<file path="src/rtl/melody_player_pkg.sv">
// Shared types and constants for the melody player sequencer.
package melody_pkg;

    // Sequencer states.
    typedef enum logic [2:0] {
        ST_IDLE  = 3'd0,
        ST_FETCH = 3'd1,
        ST_PLAY  = 3'd2,
        ST_GAP   = 3'd3,
        ST_END   = 3'd4
    } player_state_t;

    localparam int          NUM_REQ      = 4;
    localparam logic [4:0]  MAX_NOTE_IDX = 5'd31;

    // One-hot grant vector for a requester index.
    function automatic logic [NUM_REQ-1:0] idx_to_onehot(input logic [1:0] idx);
        return 4'b0001 << idx;
    endfunction

    // Requesters strictly above the current owner may preempt it.
    function automatic logic [NUM_REQ-1:0] above_mask(input logic [1:0] owner);
        return 4'b1110 << owner;
    endfunction

endpackage

</file>
<file path="src/rtl/melody_player_prio_enc4.sv">
// 4-bit fixed-priority encoder: bit 3 wins; valid is low when no bit is set.
module prio_enc4 (
    input  logic [3:0] vec,
    output logic [1:0] idx,
    output logic       valid
);

    // Pick the highest set bit.
    always_comb begin
        idx   = 2'd0;
        valid = 1'b1;
        casez (vec)
            4'b1???: idx = 2'd3;
            4'b01??: idx = 2'd2;
            4'b001?: idx = 2'd1;
            4'b0001: idx = 2'd0;
            default: begin
                idx   = 2'd0;
                valid = 1'b0;
            end
        endcase
    end

endmodule

</file>
<file path="src/rtl/melody_player.sv">
// Melody sequencer: arbitrates sound requests, steps through the melody ROM,
// times each note in beats and gates the tone decoder with a trailing gap.
import melody_pkg::*;

module melody_player #(
    parameter int unsigned BEAT_CYCLES = 32'd12_500_000,
    parameter int unsigned GAP_CYCLES  = 32'd500_000
) (
    input  logic                    clk,
    input  logic                    resetN,
    input  logic [NUM_REQ-1:0]      req,
    input  logic [NUM_REQ-1:0][3:0] reqMelody,
    input  logic                    stop,
    input  logic [3:0]              note_length,
    input  logic                    silenceOutN,
    output logic [3:0]              melodySelect,
    output logic [4:0]              noteIndex,
    output logic                    enableSound,
    output logic                    busy,
    output logic [NUM_REQ-1:0]      grant,
    output logic                    done
);

    localparam int            CW         = $clog2(BEAT_CYCLES);
    localparam logic [CW-1:0] CYC_RELOAD = CW'(BEAT_CYCLES - 32'd1);
    localparam logic [CW-1:0] CYC_GAP    = CW'(GAP_CYCLES);

    player_state_t      state_r;
    logic [1:0]         owner_r;
    logic [CW-1:0]      cyc_cnt_r;
    logic [3:0]         beats_left_r;
    logic [3:0]         melody_sel_r;
    logic [4:0]         note_idx_r;
    logic [NUM_REQ-1:0] grant_r;
    logic               done_r;
    logic               busy_r;

    logic [NUM_REQ-1:0] eligible_s;
    logic [1:0]         win_idx_s;
    logic               win_valid_s;

    // Requests that may be accepted now: all when idle/ending, only higher-priority ones while playing.
    always_comb begin
        eligible_s = 4'b0000;
        case (state_r)
            ST_IDLE, ST_END:           eligible_s = req;
            ST_FETCH, ST_PLAY, ST_GAP: eligible_s = req & above_mask(owner_r);
            default:                   eligible_s = 4'b0000;
        endcase
    end

    prio_enc4 u_prio (
        .vec   (eligible_s),
        .idx   (win_idx_s),
        .valid (win_valid_s)
    );

    // Main sequencer FSM with note timing counters and registered outputs.
    always_ff @(posedge clk or negedge resetN) begin
        if (!resetN) begin
            state_r      <= ST_IDLE;
            owner_r      <= 2'd0;
            cyc_cnt_r    <= '0;
            beats_left_r <= 4'd0;
            melody_sel_r <= 4'd0;
            note_idx_r   <= 5'd0;
            grant_r      <= 4'b0000;
            done_r       <= 1'b0;
            busy_r       <= 1'b0;
        end else begin
            grant_r <= 4'b0000;
            done_r  <= 1'b0;
            if (stop) begin
                // Abort wins over any request; ROM address is held.
                state_r <= ST_IDLE;
                busy_r  <= 1'b0;
            end else if (win_valid_s) begin
                state_r      <= ST_FETCH;
                busy_r       <= 1'b1;
                owner_r      <= win_idx_s;
                melody_sel_r <= reqMelody[win_idx_s];
                note_idx_r   <= 5'd0;
                grant_r      <= idx_to_onehot(win_idx_s);
            end else begin
                case (state_r)
                    ST_IDLE: begin
                        state_r <= ST_IDLE;
                        busy_r  <= 1'b0;
                    end
                    ST_FETCH: begin
                        busy_r <= 1'b1;
                        if (note_length == 4'd0) begin
                            state_r <= ST_END;
                            done_r  <= 1'b1;
                        end else begin
                            state_r      <= ST_PLAY;
                            beats_left_r <= note_length;
                            cyc_cnt_r    <= CYC_RELOAD;
                        end
                    end
                    ST_PLAY: begin
                        busy_r <= 1'b1;
                        if (cyc_cnt_r == '0) begin
                            cyc_cnt_r    <= CYC_RELOAD;
                            beats_left_r <= beats_left_r - 4'd1;
                        end else begin
                            cyc_cnt_r <= cyc_cnt_r - {{(CW-1){1'b0}}, 1'b1};
                        end
                        if ((beats_left_r == 4'd1) && (cyc_cnt_r == CYC_GAP)) begin
                            state_r <= ST_GAP;
                        end else begin
                            state_r <= ST_PLAY;
                        end
                    end
                    ST_GAP: begin
                        busy_r <= 1'b1;
                        if (cyc_cnt_r == '0) begin
                            if (note_idx_r == MAX_NOTE_IDX) begin
                                state_r <= ST_END;
                                done_r  <= 1'b1;
                            end else begin
                                state_r    <= ST_FETCH;
                                note_idx_r <= note_idx_r + 5'd1;
                            end
                        end else begin
                            state_r   <= ST_GAP;
                            cyc_cnt_r <= cyc_cnt_r - {{(CW-1){1'b0}}, 1'b1};
                        end
                    end
                    ST_END: begin
                        state_r <= ST_IDLE;
                        busy_r  <= 1'b0;
                    end
                    default: begin
                        state_r <= ST_IDLE;
                        busy_r  <= 1'b0;
                    end
                endcase
            end
        end
    end

    assign melodySelect = melody_sel_r;
    assign noteIndex    = note_idx_r;
    assign grant        = grant_r;
    assign done         = done_r;
    assign busy         = busy_r;
    // Rests keep their timing but never open the tone gate.
    assign enableSound  = (state_r == ST_PLAY) && silenceOutN;

endmodule

</file>
<file path="config.mk">
export PLATFORM = sky130hd
export DESIGN_NAME = melody_player
export DESIGN_NICKNAME = d
export VERILOG_FILES = /design/src/rtl/melody_player_pkg.sv /design/src/rtl/melody_player_prio_enc4.sv /design/src/rtl/melody_player.sv
export SDC_FILE = /design/constraint.sdc
export NUM_CORES = 1
export LEC_CHECK = 0
export CORE_ASPECT_RATIO = 1.25
export CORE_MARGIN = 2
export CORE_UTILIZATION = 50
export DETAILED_ROUTE_END_ITERATION = 16
export PLACE_DENSITY_LB_ADDON = 0.15
export SLEW_MARGIN = 20
export SYNTH_ARGS = -nofsm -noshare
export SYNTH_HDL_FRONTEND = slang
export SYNTH_SLANG_ARGS = --single-unit
</file>
<file path="constraint.sdc">
create_clock -name clk -period 7.03 [get_ports clk]
set_clock_uncertainty 0.05 [all_clocks]
set_input_delay 1.0545 -clock clk [delete_from_list [all_inputs] [get_ports clk]]
set_output_delay 1.0545 -clock clk [all_outputs]
set_load 0.005 [all_outputs]
</file>
==> metrics, run 1 <==
status=completed; Post-CTS Hold Buffers=0; antenna violations before repair=0; pwr/cell area=233.3 mW/mm²; Lkg Pwr=1.320 nW; most frequent cells in the layout=48 x dfrtp_1, 42 x clkdlybuf4s50_1, 29 x nor2_1; CTS tree=done; Pre-Repair DR Iteration Count=5; Critical Path AT=2500 ps; Worst setup SP type=flop; Synth area leaders=dfrtp_1 41%, or4_1 3.8%, nor2_1 3.7%; clk_lat worst skew=310 ps; Worst path top cell family by delay=simple AND/OR/NAND/NOR gates; # port buffers=43; Clock Sinks=48; leading cell type in the layout, fill and taps excluded=dfrtp_1; CTS Buf Count=5; Total GRT Usage=25.32%; number of H-tree levels=2; DRC Markers=0; register area share after synthesis=40.56%; CP Cell Sequence=nor3b_1 > and2_1 > clkdlybuf4s50_1; Root Driver=clkbuf_8; I/O pins=44; DP Worst Slack=3346 ps; Placed Instance Area=0.003393 mm²; Synth cell types=55; max-cap viol count=0; placed wire-length estimate=5.550 mm; TNS Setup=0 ps; Via density=6.612; final worst slack=3428 ps; post-CTS resize count=0; Max Fclk=277.6 MHz; WL final=7.721 mm; vias in the first global route=2701; Synth Net Count=355; Hold WS=488.4 ps; final hold vios=0; Die Span Y=90.05 µm; Final Slew Violations=0; reg2reg path depth=5; Peak VDD IR=0.0001260 V; vias post-DR=2797; Final min period=3602 ps; worst-margin pin slew=991.1 ps; Worst Hold Launch=cyc_cnt_r[2]; RePlAce Congestion=0.8768; Min-Delay Endpoint=cyc_cnt_r[2]; worst min path class=flop to flop; Slew HR=32.22%; Area growth syn-to-layout=18.93%; Yosys reg bits=48; CP required=5930 ps; WL/cell=18.25 µm; CP bufs+invs=1; Clock Pin Slew Worst Setup and Hold Paths=90 ps; Logic pwr share=25.1%; Yosys top cell area share=40.56%; Design Power=821.7 µW; slowest CP cell=nor3b_1; reg2reg start=cyc_cnt_r[15]; mapped cell area=0.002962 mm²; global-route wire length before repair=13.23 mm; Finished Cell Area=0.003522 mm²; R2R Setup Slk=3990 ps; NetSw=262.7 µW; Die Wd=72.84 µm; Syn Area/Cell=9.197 µm²; clock network power share=26.9%; ratio of cells with drive above 1 in the final layout=6.443%; cell count after synthesis=322; EDFF count, synth=0; Initial Utilization=51.59%; number of routed nets with antenna violations=0; unrepaired setup endpoints after global routing=no; worst hold stages=1; Synth Flop Type=dfrtp_1; Fill cells=526; number of cell rows=31; CP endpoint kind=primary output; RR Endpoint=cyc_cnt_r[17]; async set-or-reset flop fraction in the synthesized netlist=100.0%; Sw Ratio=31.97%; synth warn=0; worst-path fanout max=14; Die Area=0.006558 mm²; pin count of the biggest net entering global routing=49; sequential group share of total power=48.0%; most area-hungry cell type in the Yosys netlist=dfrtp_1; clk buf depth=2; grt total ovfl=0; Crit Path Class=flop to primary output; Final setup viols=0; Worst path max stage delay=850 ps; Initial DRC Count=218; Setup Buffers After CTS=0; Int Pwr=558.9 µW; number of antenna diodes=0; core area=0.005741 mm²; fin nets=389; post-route clock period utilization=51.24%
## synth_stat cells (2+ instances only)
cell type	count
a211o_1	5
a211oi_1	6
a21o_1	2
a21oi_1	11
a22o_1	2
a2bb2oi_1	7
a31oi_1	4
a41oi_1	3
and2_1	3
and3_1	6
buf_1	2
buf_6	2
clkbuf_1	11
dfrtp_1	48
ha_1	5
inv_1	13
mux2_2	3
mux2i_1	4
nand2_1	10
nand2b_1	6
nand3_1	17
nand4_1	6
nor2_1	29
nor2b_1	3
nor3_1	12
nor3b_1	3
nor4_1	8
nor4b_1	3
o211ai_1	5
o21a_1	3
o21ai_0	12
o21ai_1	4
o31a_1	3
o31ai_1	12
o41a_1	2
o41ai_1	5
or2_2	4
or3_1	5
or4_1	15
or4_4	3
## layout make-up
type / count / area [µm²] / share of cell area [%]
multi-input cells: 244 / 1628 / 46.22
flip-flops and latches: 48 / 1201 / 34.10
repair buffers: 44 / 435.4 / 12.36
clock buffers: 7 / 96.34 / 2.735
well taps: 66 / 82.58 / 2.345
inverters: 13 / 48.80 / 1.385
clock inverters: 1 / 30.03 / 0.8526
## registers in the layout, summed over array words and instances, names as in the netlist
name / count
owner_r: 2
melodySelect: 4
done: 1
cyc_cnt_r: 24
grant: 4
state_r: 3
beats_left_r: 4
noteIndex: 5
busy: 1
## power by group through the flow
stage          Clock (mW)  Combinational (mW)  Sequential, mW
5_1_grt             0.230               0.236           0.404
2_1_floorplan           0               0.146           0.375
4_1_cts             0.224               0.208           0.393
6_report            0.221               0.206           0.395
3_3_place_gp            0               0.201           0.395
3_5_place_dp            0               0.207           0.398
## metrics by stage
stage / cells / util [%]
finish: 423 / 61.36
global route: 423 / 61.36
CTS: 423 / 61.31
detailed placement: 415 / 59.11
global placement: 415 / 59.11
floorplan: 322 / -
## cell families (layout without fill, tap and decap cells)
kind of cell               count (synthesis)  count (layout)  share of synthesized area, %
and+or+nand+nor                          138             138                         27.33
buffers and inverters                     30              65                         4.478
AOI/OAI and AO/OA                         94              94                         23.03
muxes                                      7               7                         2.493
adders and majority gates                  5               5                         2.112
DFF                                       48              48                         40.56
## routing by layer
layer  wire, µm  up-vias  global-route usage [%]
li1           -     1326                       -
met1       3237     1350                   32.00
met2       3818      104                   41.89
met3        461       17                   4.933
met4        204        0                   10.03
met5          0        -                       0
## worst max path at each step
stage                               from            end  slack [ps]  cells past startpoint
final                         state_r[1]    enableSound        3430                      3
after detailed placement            stop  cyc_cnt_r[18]        3350                      6
after CTS                     state_r[1]    enableSound        3460                      3
after global routing          state_r[1]    enableSound        3330                      3
after floorplan           note_length[0]  cyc_cnt_r[22]        4160                      7
after global placement              stop  cyc_cnt_r[18]        3440                      6
Note: power is estimated with default switching activity, not from simulation.
==> run 2, diff against run 1 <==
clock period = 3.4 ns   (was 7.03 ns; I/O delays follow)
==> run 2 against run 1 <==
  * Power increased by 120%
  * Sequential share of layout area fell by 0.94 points
  * Worst setup slack lost 2800 ps
  * Sequential power increased by 110%
  * Critical path depth increased by 2
  * Clock power grew to 2.6 times the previous value
==> metrics, run 2 (synthesis gave the netlist of run 1 again) <==
post-route clock period utilization=81.87%; CTS Buf Count=5; vias in the first global route=2729; Pre-Repair DR Iteration Count=6; Worst setup SP type=flop; Root Driver=clkbuf_8; WL/cell=18.13 µm; Die Span Y=90.05 µm; Setup Buffers After CTS=0; crit-path most repeated cell=nor2_1; Clock Sinks=48; number of routed nets with antenna violations=0; Die Wd=72.84 µm; grt total ovfl=0; CTS tree=done; Clock Pin Slew Worst Setup and Hold Paths=90 ps; Initial Utilization=51.59%; Max Fclk=359.3 MHz; final hold vios=0; TNS Setup=0 ps; most frequent cells in the layout=48 x dfrtp_1, 42 x clkdlybuf4s50_1, 29 x nor2_1; Final setup viols=0; CP Cell Sequence=nor2_1 > nor2_1 > o21ai_1 > or3_1 > o31ai_1; worst-margin pin slew=743.8 ps; Slew HR=50.36%; slowest CP cell=or3_1; core area=0.005741 mm²; number of antenna diodes=0; pin count of the biggest net entering global routing=49; met3 GRT Util=3.363%; antenna violations before repair=0; Hold WS=155.9 ps; Post-CTS Hold Buffers=0; max-cap viol count=0; Via density=6.498; worst-path fanout max=15; Placed Instance Area=0.003461 mm²; Die Area=0.006558 mm²; Reg area=0.001201 mm²; CP endpoint kind=flop; multi-input combinational cell area=0.001628 mm²; Final Slew Violations=0; unrepaired setup endpoints after global routing=no; number of H-tree levels=2; WL final=7.833 mm; CP required=3560 ps; clk_lat worst skew=310 ps; fin nets=398; busiest grt layer=met2; # port buffers=43; clk buf depth=2; post-CTS resize count=0; vias post-DR=2807; Fill cells=500; I/O pins=44; Top reg by flops=cyc_cnt_r; RePlAce Congestion=0.9040; met1 usage=31.26%; max reg flops=24; Critical Path AT=2940 ps; Final min period=2783 ps; ratio of cells with drive above 1 in the final layout=8.743%; number of cell rows=31; placed wire-length estimate=5.870 mm; pwr/cell area=502.2 mW/mm²; Initial DRC Count=141; status=completed; Total GRT Usage=25.49%; global-route wire length before repair=13.33 mm; Area growth syn-to-layout=22.31%; worst min path class=primary input to asynchronous set/reset pin; Peak VDD IR=0.0003685 V; DRC Markers=0; leading cell type in the layout, fill and taps excluded=dfrtp_1; Finished Cell Area=0.003622 mm²; global routing met2 resource utilization=45.38%; Crit Path Class=flop to flop; Lkg Pwr=1.381 nW; Worst path max stage delay=710 ps
[run 2: power by group]
part           internal [mW]  switching (mW)  leakage (nW)
Clock                  0.368           0.201        0.0784
Sequential             0.680           0.136         0.565
Combinational          0.221           0.214         0.737
Total                   1.27           0.550          1.38
[run 2: per-stage QoR]
stage / util, % / setup slack [ps] / power, mW / instances
2_1_floorplan: - / 827.8 / 1.076 / 322
3_3_place_gp: 60.29 / 585.7 / 1.240 / 424
3_5_place_dp: 60.29 / 514.9 / 1.259 / 424
4_1_cts: 63.06 / 649.4 / 1.830 / 432
5_1_grt: 63.10 / 291.4 / 1.924 / 432
6_report: 63.10 / 616.6 / 1.819 / 432
[run 2: worst paths after layout]
kind	startpoint	to	slack, ps	cells past startpoint
hold / removal	resetN	grant[2]	160	1
setup / recovery	state_r[1]	beats_left_r[0]	620	5
max in group asynchronous	resetN	beats_left_r[3]	2720	1
setup reg to reg	state_r[1]	beats_left_r[0]	620	5
hold reg to reg	noteIndex[4]	noteIndex[4]	490	1
min in group clk	noteIndex[4]	noteIndex[4]	490	1
[run 2: critical path: cells and delay by family (launching register included)]
family / cells / cell delay (ps)
flip-flops: 1 / 610
AO/OA/AOI/OAI: 2 / 680
AND/OR/NAND/NOR: 3 / 1340
[run 2: routing by layer]
metal,share of wire [%],wire length [µm]
met5,0,0
met4,1.5,115
met3,4.9,380
met2,52,4083
met1,42,3253
[run 2: area by class of cell]
cell class | count | share of cell area (%)
multi-input combinational | 244 | 44.94
sequential | 48 | 33.16
timing repair buffer | 53 | 13.89
clock inverter | 3 | 2.487
tap | 66 | 2.280
clock buffer | 5 | 1.900
inverter | 13 | 1.347
==> run 3, diff against run 2 <==
clock period = 2.7 ns   (was 3.4 ns; I/O delays follow)
==> run 3 against run 2 <==
  * Critical path depth rose by 2
  * Clock-buffer cell count increased by 1
  * Power grew 18%
  * Combinational power is 45% higher
  * Worst setup slack lost 540 ps
  * Global-route usage up 0.48 points
  * Critical path type unchanged
==> metrics, run 3 (synthesis gave the netlist of run 1 again) <==
Crit Path Class=flop to flop; Die Span Y=90.05 µm; final hold vios=0; most frequent cells in the layout=48 x dfrtp_1, 42 x clkdlybuf4s50_1, 35 x buf_4; Via density=6.368; Die Area=0.006558 mm²; core area=0.005741 mm²; CTS tree=done; worst-path fanout max=13; number of antenna diodes=0; Pre-Repair DR Iteration Count=4; CP required=2870 ps; final std cells w/o fill=457; Area growth syn-to-layout=26.91%; CTS Buf Count=5; RePlAce Congestion=0.8902; Slew HR=48.05%; Clock Sinks=48; final worst slack=80.53 ps; placed cells=447; placed wire-length estimate=6.237 mm; Max Fclk=381.8 MHz; TNS Setup=0 ps; grt total ovfl=0; Die Wd=72.84 µm; antenna violations before repair=0; WL final=8.276 mm; slowest CP cell=or4_4; Initial DRC Count=166; reg2reg start=cyc_cnt_r[5]; Final Slew Violations=0; pin count of the biggest net entering global routing=49; Top reg by flops=cyc_cnt_r; reg2reg path depth=7; number of H-tree levels=2; vias post-DR=2910; Reg area=0.001201 mm²; Fill cells=510; Final setup viols=0; clk buf depth=2; Total GRT Usage=25.97%; max reg flops=24; number of cell rows=31; Lkg Pwr=1.478 nW; Peak VDD IR=0.0003644 V; CP endpoint kind=flop; Worst setup SP type=flop; WL/cell=18.11 µm; # port buffers=43; Initial Utilization=51.59%; Critical Path Start=cyc_cnt_r[5]; I/O pins=44; max-cap viol count=0; leading cell type in the layout, fill and taps excluded=dfrtp_1; Worst path max stage delay=550 ps; fin nets=423; Root Driver=clkbuf_8; Clock Pin Slew Worst Setup and Hold Paths=90 ps; Finished Core Util=65.48%; worst min path class=primary input to asynchronous set/reset pin; number of routed nets with antenna violations=0; status=completed; CP Cell Sequence=or4_4 > or4_4 > nor3_4 > buf_4 > buf_4 > nor2_1 > a31oi_1; Critical Path AT=2780 ps; pwr/cell area=570.4 mW/mm²; worst-margin pin slew=778.4 ps; clk_lat worst skew=300 ps; vias in the first global route=2787; DP Worst Slack=89.66 ps; multi-input combinational cell area=0.001630 mm²; post-route clock period utilization=97.02%; ratio of cells with drive above 1 in the final layout=14.58%; global-route wire length before repair=13.46 mm; Final min period=2619 ps; DRC Markers=0
[run 3: cell count changes in the layout (fill, tap and decap cells not counted)]
cell	delta
buf_4	+24
buf_2	+1
bufinv_16	-2
nor2b_2	+1
nor2b_1	-1
clkbuf_1	+1
clkinv_2	+1
[run 3: through the flow]
| stage | total power, mW | hold slack (ps) | instance area (µm²) |
|---|---|---|---|
| after global routing | 2.264 | 220.2 | 3759 |
| after detailed placement | 1.640 | 474.5 | 3633 |
| after CTS | 2.152 | 177.0 | 3741 |
| after global placement | 1.622 | 451.6 | 3633 |
| after floorplan | 1.355 | 59.41 | 2962 |
| final | 2.144 | 151.5 | 3759 |
[run 3: per-layer routing]
metal	part of all wire (%)	GRT usage [%]	vias up
met5	0	0	-
met3	4.9	3.700	23
met4	2.8	10.80	0
met1	42	31.79	1379
met2	51	44.70	111
li1	-	-	1397
[run 3: timing repair]
item,CTS,global route
resized for setup,0,1
setup endpoints to repair,0,3
hold buffers,0,0
setup buffers,0,2
[run 3: critical path: cells and delay by family, from the launching register on]
| family | cells | cell delay, ps |
|---|---|---|
| and+or+nand+nor | 4 | 1460 |
| buffers and inverters | 2 | 390 |
| DFF | 1 | 430 |
| AOI/OAI and AO/OA | 1 | 210 |
[run 3: power breakdown]
group          internal, mW  switching [mW]
logic                 0.320           0.312
registers             0.856           0.140
clock network         0.275           0.240
[run 3: final timing paths]
kind                              endpoint  slack [ps]
max                           cyc_cnt_r[5]          80
min                               grant[2]         150
max in group asynchronous    cyc_cnt_r[22]        2020
min in group clk           beats_left_r[1]         490
min reg2reg                beats_left_r[1]         490
max reg2reg                   cyc_cnt_r[5]          80
[run 3: area by class of cell]
cell class	instances	share of cell area, %
clock buffer	6	1.931
timing repair buffer	78	18.31
inverter	13	1.298
sequential	48	31.96
clock inverter	2	0.9321
multi-input combinational	244	43.38
tap	66	2.197
